[config.mk]
export PLATFORM = sky130hd
export DESIGN_NAME = sequential_bin2bcd
export DESIGN_NICKNAME = d
export VERILOG_FILES = /design/src/rtl/sequential_bin2bcd.sv
export SDC_FILE = /design/constraint.sdc
export NUM_CORES = 1
export LEC_CHECK = 0
export CAP_MARGIN = 25
export CORE_MARGIN = 2
export CORE_UTILIZATION = 53
export DETAILED_ROUTE_END_ITERATION = 8
export PLACE_DENSITY = 0.78
export SLEW_MARGIN = 20
export SYNTH_ARGS = -nofsm -noshare
export SYNTH_HDL_FRONTEND = slang
export SYNTH_SLANG_ARGS = --single-unit
[constraint.sdc]
create_clock -name i_w_clk -period 1.8 [get_ports i_w_clk]
set_input_delay 0.36 -clock i_w_clk [delete_from_list [all_inputs] [get_ports i_w_clk]]
set_output_delay 0.36 -clock i_w_clk [all_outputs]
set_load 0.01 [all_outputs]
[src/rtl/sequential_bin2bcd.sv]
`default_nettype none
// ============================================================================
// Module      : sequential_bin2bcd
// Description : Iterative shift-and-add-3 (double-dabble) binary to packed BCD
//               converter with a start/busy/done handshake. One conversion
//               takes one clock per input bit. Digit 0 (units) is in
//               o_w_bcd[3:0].
//               Optional feature macro: SEQUENTIAL_BIN2BCD_SIGNED_EN
//                 defined   -> i_w_bin is two's complement. Its magnitude is
//                              converted and o_w_sign reports the input MSB.
//                 undefined -> i_w_bin is unsigned and o_w_sign is tied to 0.
// Revision    : 1.0 - initial release
// ============================================================================
module sequential_bin2bcd #(
  parameter int p_data_width = 16,
  parameter int p_digits     = 5
) (
  input  logic                      i_w_clk,
  input  logic                      i_w_reset,
  input  logic [p_data_width-1:0]   i_w_bin,
  input  logic                      i_w_start,
  output logic [4*p_digits-1:0]     o_w_bcd,
  output logic                      o_w_busy,
  output logic                      o_w_done,
  output logic                      o_w_sign
);

  // --------------------------------------------------------------------------
  // Constants
  // --------------------------------------------------------------------------
  localparam int c_bcd_w = 4 * p_digits;
  localparam int c_cnt_w = $clog2(p_data_width + 1);

  localparam logic [c_cnt_w-1:0] c_cnt_load = c_cnt_w'(p_data_width);
  localparam logic [c_cnt_w-1:0] c_cnt_one  = c_cnt_w'(1);

  // --------------------------------------------------------------------------
  // State encoding
  // --------------------------------------------------------------------------
  typedef enum logic [0:0] {
    ST_IDLE  = 1'b0,
    ST_SHIFT = 1'b1
  } state_t;

  state_t                    r_state;
  state_t                    w_state_nxt;

  // Binary shift register: its MSB feeds the scratch LSB on every shift.
  logic [p_data_width-1:0]   r_bin;
  logic [p_data_width-1:0]   w_bin_nxt;

  // BCD scratch register. It is never exposed directly on the outputs.
  logic [c_bcd_w-1:0]        r_scratch;
  logic [c_bcd_w-1:0]        w_scratch_nxt;

  // Number of shifts still to perform.
  logic [c_cnt_w-1:0]        r_count;
  logic [c_cnt_w-1:0]        w_count_nxt;

  // Output result and completion pulse.
  logic [c_bcd_w-1:0]        r_bcd;
  logic [c_bcd_w-1:0]        w_bcd_nxt;
  logic                      r_done;
  logic                      w_done_nxt;

  // Value loaded into the shift register on an accepted start.
  logic [p_data_width-1:0]   w_load_val;

  // Scratch after the add-3 correction, and after the following shift.
  logic [c_bcd_w-1:0]        w_adj;
  logic [c_bcd_w-1:0]        w_shifted;

  // --------------------------------------------------------------------------
  // Input conditioning: unsigned pass-through or two's complement magnitude
  // --------------------------------------------------------------------------
`ifdef SEQUENTIAL_BIN2BCD_SIGNED_EN
  localparam logic [p_data_width-1:0] c_one_bin = p_data_width'(1);

  logic w_load_sign;
  logic w_accept;
  logic w_complete;
  logic r_sign_lat;
  logic r_sign;

  // Negating the most negative value wraps back to itself, and that pattern
  // read as unsigned is exactly the correct magnitude (0x8000 -> 32768).
  assign w_load_sign = i_w_bin[p_data_width-1];
  assign w_load_val  = w_load_sign ? (~i_w_bin + c_one_bin) : i_w_bin;
  assign w_accept    = (r_state == ST_IDLE) && i_w_start;
  assign w_complete  = w_done_nxt;

  // Sign is captured with the operand and published together with the result.
  always_ff @(posedge i_w_clk) begin
    if (i_w_reset) begin
      r_sign_lat <= 1'b0;
      r_sign     <= 1'b0;
    end else begin
      if (w_accept) begin
        r_sign_lat <= w_load_sign;
      end
      if (w_complete) begin
        r_sign <= r_sign_lat;
      end
    end
  end

  assign o_w_sign = r_sign;
`else
  assign w_load_val = i_w_bin;
  assign o_w_sign   = 1'b0;
`endif

  // --------------------------------------------------------------------------
  // Per-digit add-3 correction (4-bit add, no carry between digits)
  // --------------------------------------------------------------------------
  generate
    for (genvar gi = 0; gi < p_digits; gi++) begin : g_digit
      assign w_adj[4*gi +: 4] = (r_scratch[4*gi +: 4] >= 4'd5)
                              ? (r_scratch[4*gi +: 4] + 4'd3)
                              : r_scratch[4*gi +: 4];
    end
  endgenerate

  // Left shift of {scratch, binary}. The bit falling off the top digit is
  // always zero for a legal digit count, so truncation is safe.
  assign w_shifted = c_bcd_w'({w_adj, r_bin[p_data_width-1]});

  // --------------------------------------------------------------------------
  // Next-state and datapath decode
  // --------------------------------------------------------------------------
  // Decides state transitions and the next value of every datapath register.
  always_comb begin
    w_state_nxt   = r_state;
    w_bin_nxt     = r_bin;
    w_scratch_nxt = r_scratch;
    w_count_nxt   = r_count;
    w_bcd_nxt     = r_bcd;
    w_done_nxt    = 1'b0;

    case (r_state)
      ST_IDLE: begin
        // A start in the done cycle lands here, so back-to-back requests
        // are accepted without a bubble.
        if (i_w_start) begin
          w_state_nxt   = ST_SHIFT;
          w_bin_nxt     = w_load_val;
          w_scratch_nxt = '0;
          w_count_nxt   = c_cnt_load;
        end
      end

      ST_SHIFT: begin
        // Starts are ignored here and not remembered.
        w_bin_nxt     = r_bin << 1;
        w_scratch_nxt = w_shifted;
        w_count_nxt   = r_count - c_cnt_one;
        if (r_count == c_cnt_one) begin
          w_state_nxt = ST_IDLE;
          w_bcd_nxt   = w_shifted;
          w_done_nxt  = 1'b1;
        end
      end

      default: begin
        w_state_nxt = ST_IDLE;
      end
    endcase
  end

  // --------------------------------------------------------------------------
  // State and datapath registers
  // --------------------------------------------------------------------------
  // Reset has priority over start and aborts a conversion without a done.
  always_ff @(posedge i_w_clk) begin
    if (i_w_reset) begin
      r_state   <= ST_IDLE;
      r_bin     <= '0;
      r_scratch <= '0;
      r_count   <= '0;
      r_bcd     <= '0;
      r_done    <= 1'b0;
    end else begin
      r_state   <= w_state_nxt;
      r_bin     <= w_bin_nxt;
      r_scratch <= w_scratch_nxt;
      r_count   <= w_count_nxt;
      r_bcd     <= w_bcd_nxt;
      r_done    <= w_done_nxt;
    end
  end

  // --------------------------------------------------------------------------
  // Outputs
  // --------------------------------------------------------------------------
  assign o_w_bcd  = r_bcd;
  assign o_w_busy = (r_state == ST_SHIFT);
  assign o_w_done = r_done;

endmodule
`default_nettype wire

---- Yosys cells after proc, flatten, opt, wreduce, memory -nomap -nowiden ----
Index checks and enable logic that the tools add are counted.
word-level totals
  register bits after elaboration ......... 63
  bits of input ports ..................... 19
  output and inout port bits .............. 23
  word-level logic and storage cells ...... 37
operators by class
  add/sub/neg operators ................... 6
  magnitude comparators ................... 5
  equal/unequal tests ..................... 2
  multiplexer cells ....................... 15
  bitwise logic cells ..................... 1
  reduce and logical (&&, ||, !) cells .... 2
operators with widths
  kind                 number
  $pmux 20 s2          1
  $pmux 16 s2          1
  $ge 4x3->1 const B   5
  $mux 20              1
  $add 4x2->4 const B  4
  $mux 16              1
  $mux 4               4
  $pmux 5 s2           1
  $eq 5x1->1 const B   1
  $mux 5               1
  $sub 5x1->5 const B  1
  $add 3x2->3 const B  1
  $mux 1               3
  $mux 3               1
  $ne 2x2->1 const B   1
  $pmux 1 s2           1
  $reduce_and 2->1     1
  $reduce_or 2->1      1
  $not 1->1            1

---- Depth between registers and ports, before layout ----
Gate-level depths: netlist of run 1.
  depth after elaboration ................. 3
  mapped depth ............................ 7
  mapped depth without buffers ............ 6

---- Worst setup path after synthesis of run 1 ----
No wires, ideal clock.
  path type ............................... flip-flop to flip-flop
  from .................................... reg r_count[0]
  to ...................................... reg r_bcd[10] (netlist: o_w_bcd[10])
  library setup time ...................... 117 ps
  arrival ................................. 1227 ps
  data required time ...................... 1683 ps
  setup slack ............................. 456 ps
  stages on the path, launching flop included .. 6
  buffers on the path ..................... 1
  period minus slack after synthesis ...... 1344 ps
  path through ............................ dfxtp_1 > ha_1 > nor4b_4 > a21oi_1 > buf_2 > a22o_1
on the way
  cells in the longest elaborated chain, start to end .. 2
RTL lines
  item                               line  RTL
  start, declared                    57    logic [c_cnt_w-1:0] r_count;
  start signal, assigned             186   r_count <= w_count_nxt;
  $eq 5x1->1                         157   if (r_count == c_cnt_one) begin
  $reduce_and 2->1 (no source line)  --
  end signal, assigned               187   r_bcd <= w_bcd_nxt;
  end, declared                      61    logic [c_bcd_w-1:0] r_bcd;
No other way between the ends.
A chain may end at the register's enable or synchronous reset.

---- Final worst setup path of run 1 ----
  from .................................... reg r_state (netlist: o_w_busy)
  to ...................................... out o_w_busy
RTL lines
  item                    line  RTL
  start, declared         45    state_t r_state;
  start signal, assigned  183   r_state <= w_state_nxt;
  end, declared           23    output logic o_w_busy,
No word-level cell between the ends.

==> out/summary.txt, run 1 <==
================================================================================
All-layer global routing usage                                             0.206
Data required time of the critical path                                  1.44 ns
Cell total after placement                                                   410
Synth async-reset ratio                                                        0
Pin count of the biggest net entering global routing                          58
Cell Area, Synth                                                        2790 um2
P_sw                                                                      709 uW
Unique masters post-synth                                                     31
Number of flops mapped to enable cells by yosys                                0
Internal power                                                           2.27 mW
Critical Path Max Stage Delay                                            0.56 ns
Max-cap viol count                                                             0
Kind of cell with the highest combined delay on the critical path   buffers and inverters
Die W                                                                    76.6 um
Drc violations                                                                 0
Total congestion overflow after global routing                                 0
Result of the run                                                   complete, no violations
Routability Congestion                                                     0.790
Footprint of the multi-input gates                                      1400 um2
Proportion of netlist area held by the largest area contributor            0.452
CTS sink count                                                                63
Final period utilization                                                   0.898
Area of the placeable core                                              5110 um2
Total via count after detailed routing                                      2330
Clock Root Buffer                                                   sky130_fd_sc_hd__clkbuf_8
Die outline height                                                       76.6 um
Worst path arrival time                                                  1.26 ns
Yosys synthesis warning count                                                  0
Diode insertion count for antenna repair                                       0
Worst-path maximum fanout                                                      2
Initial DRC Count                                                            151
Die Outline Area                                                        5860 um2
CTS tree                                                                    done
Crit Path Category                                                  flip-flop to output pin
Setup Skew                                                            0.00727 ns
Number of levels in the clock H-tree                                           3
Final slew viol count                                                          0
Via/cell ratio                                                              5.47
Area Overhead vs Synth                                                     25.6%
Number of nets with antenna violations after detailed routing                  0
Layout cells sized above 1                                                0.0871
Clock slew at reported path FFs                                          0.07 ns
FMAX                                                                     619 MHz
Count of instances resized after the clock tree is built                       0
Power share of the combinational group                                     0.088
Sequence of cells on the critical path                              clkdlybuf4s50_1
Slowest cell on the critical path                                   sky130_fd_sc_hd__clkdlybuf4s50_1
RSZ-0062 raised after global routing                                       false
Count of non-filler cells in the finished layout                             426
Mean post-synth cell area                                               9.09 um2
# IOs                                                                         42
# setup viols final                                                            0
Pre-Repair DR Iteration Count                                                  4
Critical path capture point type                                      output pin
Initial standard-cell utilization of the core                              0.547
Number of global-route vias before repair                                   2160
Filler cell count in the final layout                                        420
DP HPWL                                                                  3.88 mm
Number of buffers inserted by hold repair at cts                               0
Cell Area, Placed                                                       3300 um2
PwrDens                                                               850 nW/um2
Total Nets Final                                                             382
Post-detailed-route wirelength per cell                                  13.0 um
Clk_lat worst skew                                                       0.34 ns
Number of buffers inserted to repair setup after CTS                           0
Maximum buffer depth of the clock tree                                         2
Clock buffer count from CTS                                                    9
Synthesized instance count                                                   307
Peak supply drop                                                        0.535 mV
Highest-count cells in the layout ignoring fill and taps            63 x sky130_fd_sc_hd__dfxtp_1, 40 x sky130_fd_sc_hd__clkdlybuf4s50_1, 38 x sky130_fd_sc_hd__a21oi_1
IO buf count                                                                  40
Yosys reg bits                                                                63
Syn_nets                                                                     338
Worst hold-check path type                                          flip-flop to flip-flop
Most used flip-flop cell after synthesis                            sky130_fd_sc_hd__dfxtp_1
Cell accounting for the most synthesized area                       sky130_fd_sc_hd__dfxtp_1
Final TNS setup                                                             0 ns
Clock power frac                                                           0.424
Nature of the critical path startpoint                                 flip-flop
Most area-consuming cells after synthesis                           sky130_fd_sc_hd__dfxtp_1 45%, sky130_fd_sc_hd__mux2i_1 7.9%, sky130_fd_sc_hd__a21oi_1 6.8%
Switching part of the total                                                0.238
Leading cell type in the layout, fill and taps excluded             sky130_fd_sc_hd__dfxtp_1
Sequential element share of the synthesized area                           0.452
Number of antenna violations at the first check in global routing              0
Hold Fails Final Rpt                                                           0
Finished Cell Area                                                      3510 um2
Area taken by flip-flops and latches                                    1260 um2
Period minus WS final                                                    1.62 ns
Global-route wire length before repair                                   9.74 mm
Number of rows in the core area                                               26
Total Wirelength                                                         5.55 mm
Worst hold slack                                                        0.449 ns
Total leakage power                                                      1.36 nW
Final cell utilization of the core                                         0.686
Count of buffer and inverter cells on the critical path                        1
Sequential Power Share                                                     0.489
================================================================================
## sequential cells by signal (all words and copies together), names as in the netlist
register and cells:
o_w_bcd 20, r_bin 16, o_w_done 1, r_scratch 20, r_count 5, o_w_busy 1
## per-stage QoR
stage	worst slack, ns	power (mW)
6_report	0.183	2.98
3_5_place_dp	0.0635	1.75
5_1_grt	0.0268	3.11
2_1_floorplan	0.456	1.65
4_1_cts	0.167	3.00
3_3_place_gp	0.154	1.74
## synth_stat cells, types with 2 or more instances
library cell	n
sky130_fd_sc_hd__a22o_1	21
sky130_fd_sc_hd__mux2i_1	22
sky130_fd_sc_hd__dfxtp_1	63
sky130_fd_sc_hd__buf_2	8
sky130_fd_sc_hd__nor3b_1	14
sky130_fd_sc_hd__o21ai_0	12
sky130_fd_sc_hd__nand2_1	14
sky130_fd_sc_hd__xnor2_1	6
sky130_fd_sc_hd__inv_1	13
sky130_fd_sc_hd__ha_1	12
sky130_fd_sc_hd__o21ai_1	11
sky130_fd_sc_hd__clkbuf_1	4
sky130_fd_sc_hd__nor2b_1	3
sky130_fd_sc_hd__nand3_1	5
sky130_fd_sc_hd__buf_1	3
sky130_fd_sc_hd__nor2_1	35
sky130_fd_sc_hd__buf_4	2
sky130_fd_sc_hd__nor3_1	3
sky130_fd_sc_hd__a21oi_1	38
sky130_fd_sc_hd__nand2b_1	7
## cell families after synthesis
logic type / count (synthesis) / synth area share
xor+xnor: 6 / 0.0188
fa+ha+maj: 12 / 0.0538
compound gates: 87 / 0.190
other cells: 1 / 0.00134
mux: 22 / 0.0789
flops: 63 / 0.452
simple gates: 85 / 0.157
buf+inv: 31 / 0.0480
## final cells by class
cell class                 count  share of cell area
clock buffer                  11              0.0432
clock inverter                 5              0.0161
inverter                      14              0.0150
multi-input combinational    213               0.398
sequential                    63               0.360
tap                           70              0.0250
timing repair buffer          50               0.143
## power by group through the flow
stage / logic, mW / registers [mW] / clock network (mW)
2_1_floorplan: 0.169 / 1.48 / 0
3_5_place_dp: 0.263 / 1.49 / 0
5_1_grt: 0.292 / 1.46 / 1.36
4_1_cts: 0.263 / 1.46 / 1.29
6_report: 0.261 / 1.46 / 1.26
3_3_place_gp: 0.255 / 1.49 / 0
## final timing paths
check               start    endpoint  slack, ns  depth (start not counted)
min reg2reg    o_w_bcd[3]  o_w_bcd[3]       0.45                          2
min            o_w_bcd[3]  o_w_bcd[3]       0.45                          2
max reg2reg  r_scratch[1]  o_w_bcd[2]       0.20                          6
max              o_w_busy    o_w_busy       0.18                          1
## metal layers
| metal | part of all wire | wire length (um) | GRT usage | vias up |
|---|---|---|---|---|
| li1 | - | - | - | 1157 |
| met1 | 0.47 | 2600 | 0.253 | 1109 |
| met2 | 0.47 | 2610 | 0.335 | 53 |
| met3 | 0.041 | 225 | 0.0509 | 11 |
| met4 | 0.020 | 111 | 0.107 | 0 |
| met5 | 0 | 0 | 0 | - |
No activity file was read; power rests on OpenSTA's default activity.
==> inputs of run 2 (changes only) <==
==> constraint.sdc (replaced) <==
create_clock -name i_w_clk -period 1.6 [get_ports i_w_clk]
set_input_delay 0.32 -clock i_w_clk [delete_from_list [all_inputs] [get_ports i_w_clk]]
set_output_delay 0.32 -clock i_w_clk [all_outputs]
set_load 0.01 [all_outputs]
==> run 2 against run 1 <==
Against the previous run: combinational power increased by 12%; critical path depth unchanged; via count decreased by 2.7%; critical endpoint is now o_w_bcd[0]; largest cell class unchanged.
==> out/summary.txt, run 2 (same netlist as run 1, synthesis figures left out) <==
================================================================================
Result of the run                                                   complete, no violations
Post-detailed-route wirelength per cell                                  12.9 um
DP HPWL                                                                  3.89 mm
Setup Skew                                                            0.00611 ns
Number of global-route vias before repair                                   2109
Clock buffer count from CTS                                                    9
Initial DRC Count                                                            103
Pin count of the biggest net entering global routing                          58
Design Power                                                             3.61 mW
Number of rows in the core area                                               26
Nature of the critical path startpoint                                 flip-flop
Number of nets with antenna violations after detailed routing                  0
Die outline height                                                       76.6 um
Maximum buffer depth of the clock tree                                         2
Number of levels in the clock H-tree                                           3
Die W                                                                    76.6 um
Critical Path Max Stage Delay                                            0.54 ns
Global-route wire length before repair                                   9.60 mm
Final TNS setup                                                             0 ns
# IOs                                                                         42
Number of buffers inserted by hold repair at cts                               0
Count of buffer and inverter cells on the critical path                        1
PwrDens                                                              1010 nW/um2
Die Outline Area                                                        5860 um2
Total Nets Final                                                             384
Worst hold-check path type                                          flip-flop to flip-flop
Total Wirelength                                                         5.52 mm
CTS tree                                                                    done
Total congestion overflow after global routing                                 0
Pre-Repair DR Iteration Count                                                  4
Area of the placeable core                                              5110 um2
Period minus WS final                                                    1.54 ns
Sequence of cells on the critical path                              clkdlybuf4s50_1
Leading cell type in the layout, fill and taps excluded             sky130_fd_sc_hd__dfxtp_1
# setup viols final                                                            0
Number of antenna violations at the first check in global routing              0
Via/cell ratio                                                              5.30
Hold Fails Final Rpt                                                           0
Final cell utilization of the core                                         0.701
Area Overhead vs Synth                                                     28.2%
All-layer global routing usage                                             0.207
FMAX                                                                     648 MHz
Worst hold slack                                                        0.445 ns
Clock slew at reported path FFs                                          0.07 ns
Peak supply drop                                                        0.641 mV
Layout cells sized above 1                                                 0.112
Data required time of the critical path                                  1.28 ns
Pre-CTS worst setup slack                                             -0.0309 ns
Total leakage power                                                      1.39 nW
Max-cap viol count                                                             0
Number of buffers inserted to repair setup after CTS                           0
CTS sink count                                                                63
Worst path arrival time                                                  1.22 ns
Kind of cell with the highest combined delay on the critical path   buffers and inverters
Initial standard-cell utilization of the core                              0.547
Total via count after detailed routing                                      2267
Worst-path maximum fanout                                                      2
Routability Congestion                                                     0.790
Slowest cell on the critical path                                   sky130_fd_sc_hd__clkdlybuf4s50_1
Final period utilization                                                   0.965
Highest-count cells in the layout ignoring fill and taps            62 x sky130_fd_sc_hd__dfxtp_1, 39 x sky130_fd_sc_hd__clkdlybuf4s50_1, 35 x sky130_fd_sc_hd__nor2_1
IO buf count                                                                  40
Crit Path Category                                                  flip-flop to output pin
Clock Root Buffer                                                   sky130_fd_sc_hd__clkbuf_8
Final slew viol count                                                          0
Diode insertion count for antenna repair                                       0
Drc violations                                                                 0
Critical path capture point type                                      output pin
Clk_lat worst skew                                                       0.34 ns
Post-route worst setup slack                                           0.0564 ns
================================================================================
==> run 2: what timing repair did <==
| action | CTS | global route |
|---|---|---|
| pin swaps | 0 | 1 |
| gates resized for setup | 1 | 7 |
| setup endpoints to repair | 1 | 12 |
==> run 2: through the flow <==
stage                     std cells  instance area [um2]
final                           428                 3580
after floorplan                 307                 2790
after detailed placement        412                 3310
after CTS                       428                 3560
after global placement          412                 3310
after global routing            428                 3580
==> run 2: final cells by class <==
class                   count  area [um2]
fillers                   403        1530
multi-input cells         213        1420
flip-flops and latches     63        1260
repair buffers             52         514
clock buffers               9         124
clock inverters             7         121
well taps                  70        87.6
inverters                  14        52.6
==> run 2: power by group <==
part	switching, mW	leakage [nW]	internal, mW
clock network	0.640	0.123	1.04
registers	0.0300	0.512	1.61
logic	0.148	0.751	0.145
==> run 2: tightest hold or removal path: stages (launching register included) <==
cell	delay (ns)
sky130_fd_sc_hd__dfxtp_1	0.31
sky130_fd_sc_hd__nand2_1	0.05
sky130_fd_sc_hd__o21ai_1	0.05
==> run 2: worst paths after layout <==
check / slack, ns / to / depth (start not counted) / startpoint
setup reg to reg: 0.12 / r_scratch[2] / 6 / r_scratch[1]
setup / recovery: 0.06 / o_w_bcd[0] / 1 / o_w_bcd[0]
hold / removal: 0.44 / o_w_bcd[11] / 2 / o_w_bcd[11]
hold reg to reg: 0.44 / o_w_bcd[11] / 2 / o_w_bcd[11]
==> run 2: routing by layer <==
layer	up-vias	global-route usage	routed length [um]
met5	-	0	0
met4	0	0.118	123
met3	12	0.0450	204
met2	49	0.328	2580
met1	1042	0.259	2610
li1	1164	-	-
==> inputs of run 3 (changes only) <==
--- a/config.mk
+++ b/config.mk
@@ -10,6 +10,7 @@
 export CORE_UTILIZATION = 53
 export DETAILED_ROUTE_END_ITERATION = 8
 export PLACE_DENSITY = 0.78
+export SETUP_SLACK_MARGIN = 0.05
 export SLEW_MARGIN = 20
 export SYNTH_ARGS = -nofsm -noshare
 export SYNTH_HDL_FRONTEND = slang
==> run 3 against run 2 <==
Against the previous run: via count is 0.53% higher; non-clock buffer count stayed put; largest cell class unchanged; largest power group unchanged; critical path type unchanged; first-iteration DRC count is 21% lower; design area is 1.6% higher; core utilization is 1.1 points higher.
==> out/summary.txt, run 3 (same netlist as run 1, synthesis figures left out) <==
================================================================================
Result of the run                                                   complete, no violations
Total Wirelength                                                         5.80 mm
Pin count of the biggest net entering global routing                          58
Kind of cell with the highest combined delay on the critical path   buffers and inverters
Critical path capture point type                                      output pin
Global-route wire length before repair                                   9.60 mm
Max-cap viol count                                                             0
IO buf count                                                                  40
PwrDens                                                               997 nW/um2
Number of levels in the clock H-tree                                           3
CTS tree                                                                    done
Total via count after detailed routing                                      2279
Die W                                                                    76.6 um
Number of buffers inserted by hold repair at cts                               0
Pre-CTS worst setup slack                                             -0.0309 ns
Routability Congestion                                                     0.790
Clock slew at reported path FFs                                          0.07 ns
Worst hold-check path type                                          flip-flop to flip-flop
Slowest cell on the critical path                                   sky130_fd_sc_hd__clkdlybuf4s50_1
Initial DRC Count                                                             81
Die outline height                                                       76.6 um
Worst r2r path cells                                                           6
Peak supply drop                                                        0.643 mV
Highest-count cells in the layout ignoring fill and taps            60 x sky130_fd_sc_hd__dfxtp_1, 35 x sky130_fd_sc_hd__nor2_1, 34 x sky130_fd_sc_hd__a21oi_1
Count of buffer and inverter cells on the critical path                        1
Clock buffer count from CTS                                                    9
Diode insertion count for antenna repair                                       0
Die Outline Area                                                        5860 um2
Footprint of the multi-input gates                                      1450 um2
Clk_lat worst skew                                                       0.34 ns
Number of rows in the core area                                               26
Endpoint of the worst hold-timing path                               o_w_bcd[11]
Reg-to-Reg End                                                      r_scratch[10]
Initial standard-cell utilization of the core                              0.547
Area of the placeable core                                              5110 um2
FMAX                                                                     671 MHz
Period minus WS final                                                    1.49 ns
Sequence of cells on the critical path                              clkdlybuf4s50_1
Hold Fails Final Rpt                                                           0
Number of global-route vias before repair                                   2109
All-layer global routing usage                                             0.207
Area Overhead vs Synth                                                     30.3%
Design Power                                                             3.63 mW
Critical Path Max Stage Delay                                            0.52 ns
DP HPWL                                                                  3.89 mm
Clock Root Buffer                                                   sky130_fd_sc_hd__clkbuf_8
Maximum buffer depth of the clock tree                                         2
Pre-Repair DR Iteration Count                                                  5
Final slew viol count                                                          0
Post-route worst setup slack                                            0.110 ns
CTS sink count                                                                63
Total Nets Final                                                             384
RR Startpoint                                                       r_scratch[9]
# IOs                                                                         42
Total leakage power                                                      1.65 nW
Nature of the critical path startpoint                                 flip-flop
Drc violations                                                                 0
Final period utilization                                                   0.932
# setup viols final                                                            0
Launch instance of the worst min-delay path                          o_w_bcd[11]
Layout cells sized above 1                                                 0.131
Filler cell count in the final layout                                        402
Total congestion overflow after global routing                                 0
Final cell utilization of the core                                         0.712
Worst-path maximum fanout                                                      1
Data required time of the critical path                                  1.28 ns
Number of antenna violations at the first check in global routing              0
Cells on Worst Hold Path                                                       2
Via/cell ratio                                                              5.32
Leading cell type in the layout, fill and taps excluded             sky130_fd_sc_hd__dfxtp_1
RSZ-0062 raised after global routing                                       false
Area taken by flip-flops and latches                                    1260 um2
Worst path arrival time                                                  1.17 ns
Number of nets with antenna violations after detailed routing                  0
Crit Path Category                                                  flip-flop to output pin
Reg2Reg Setup Slack                                                      0.12 ns
Post-detailed-route wirelength per cell                                  13.5 um
Setup Skew                                                            0.00821 ns
================================================================================
==> run 3: changes by cell type in the layout (fill, tap and decap cells not counted), sizes merged <==
| cell | previous run | this run |
|---|---|---|
| clkdlybuf4s50 | 39 | 19 |
| dlygate4sd2 | 1 | 9 |
| dlymetal6s2s | 0 | 12 |
==> run 3: what timing repair did <==
item | in CTS | in global routing
setup buffers | 0 | 0
gates resized for setup | 10 | 27
pin swaps | 0 | 5
gates cloned | 0 | 0
setup endpoints to repair | 11 | 30
==> run 3: how the worst max path moves through the flow <==
stage	slack (ns)	endpoint	cells after the start	from
global route	0.03	r_scratch[10]	6	r_scratch[9]
detailed placement	-0.03	o_w_bcd[5]	4	i_w_reset
CTS	0.05	o_w_bcd[2]	1	o_w_bcd[2]
global placement	0.01	o_w_bcd[10]	4	i_w_reset
finish	0.11	o_w_done	1	o_w_done
floorplan	0.26	o_w_bcd[10]	5	r_count[0]
==> run 3: per-layer routing <==
layer	share of wire	track usage	wire length [um]
met3	0.037	0.0450	217
met4	0.024	0.118	141
met5	0	0	0
met2	0.47	0.329	2750
met1	0.46	0.259	2690
==> run 3: where the power goes <==
part | switching (mW) | internal [mW]
Clock | 0.653 | 1.04
Combinational | 0.150 | 0.146
Sequential | 0.0301 | 1.61
==> run 3: layout make-up <==
type | count | share of cell area
Multi-Input combinational cell | 213 | 0.399
Timing Repair Buffer | 52 | 0.147
Sequential cell | 63 | 0.348
Clock buffer | 9 | 0.0341
Inverter | 14 | 0.0145
Clock inverter | 7 | 0.0334
Tap cell | 70 | 0.0241
==> run 3: stage by stage <==
stage,cells,area [um2],TNS [ns],hold WS (ns)
floorplan,307,2790,0,0.449
global placement,412,3310,0,0.437
global route,428,3640,0,0.466
CTS,428,3550,0,0.450
detailed placement,412,3310,-0.203,0.440
finish,428,3640,0,0.444
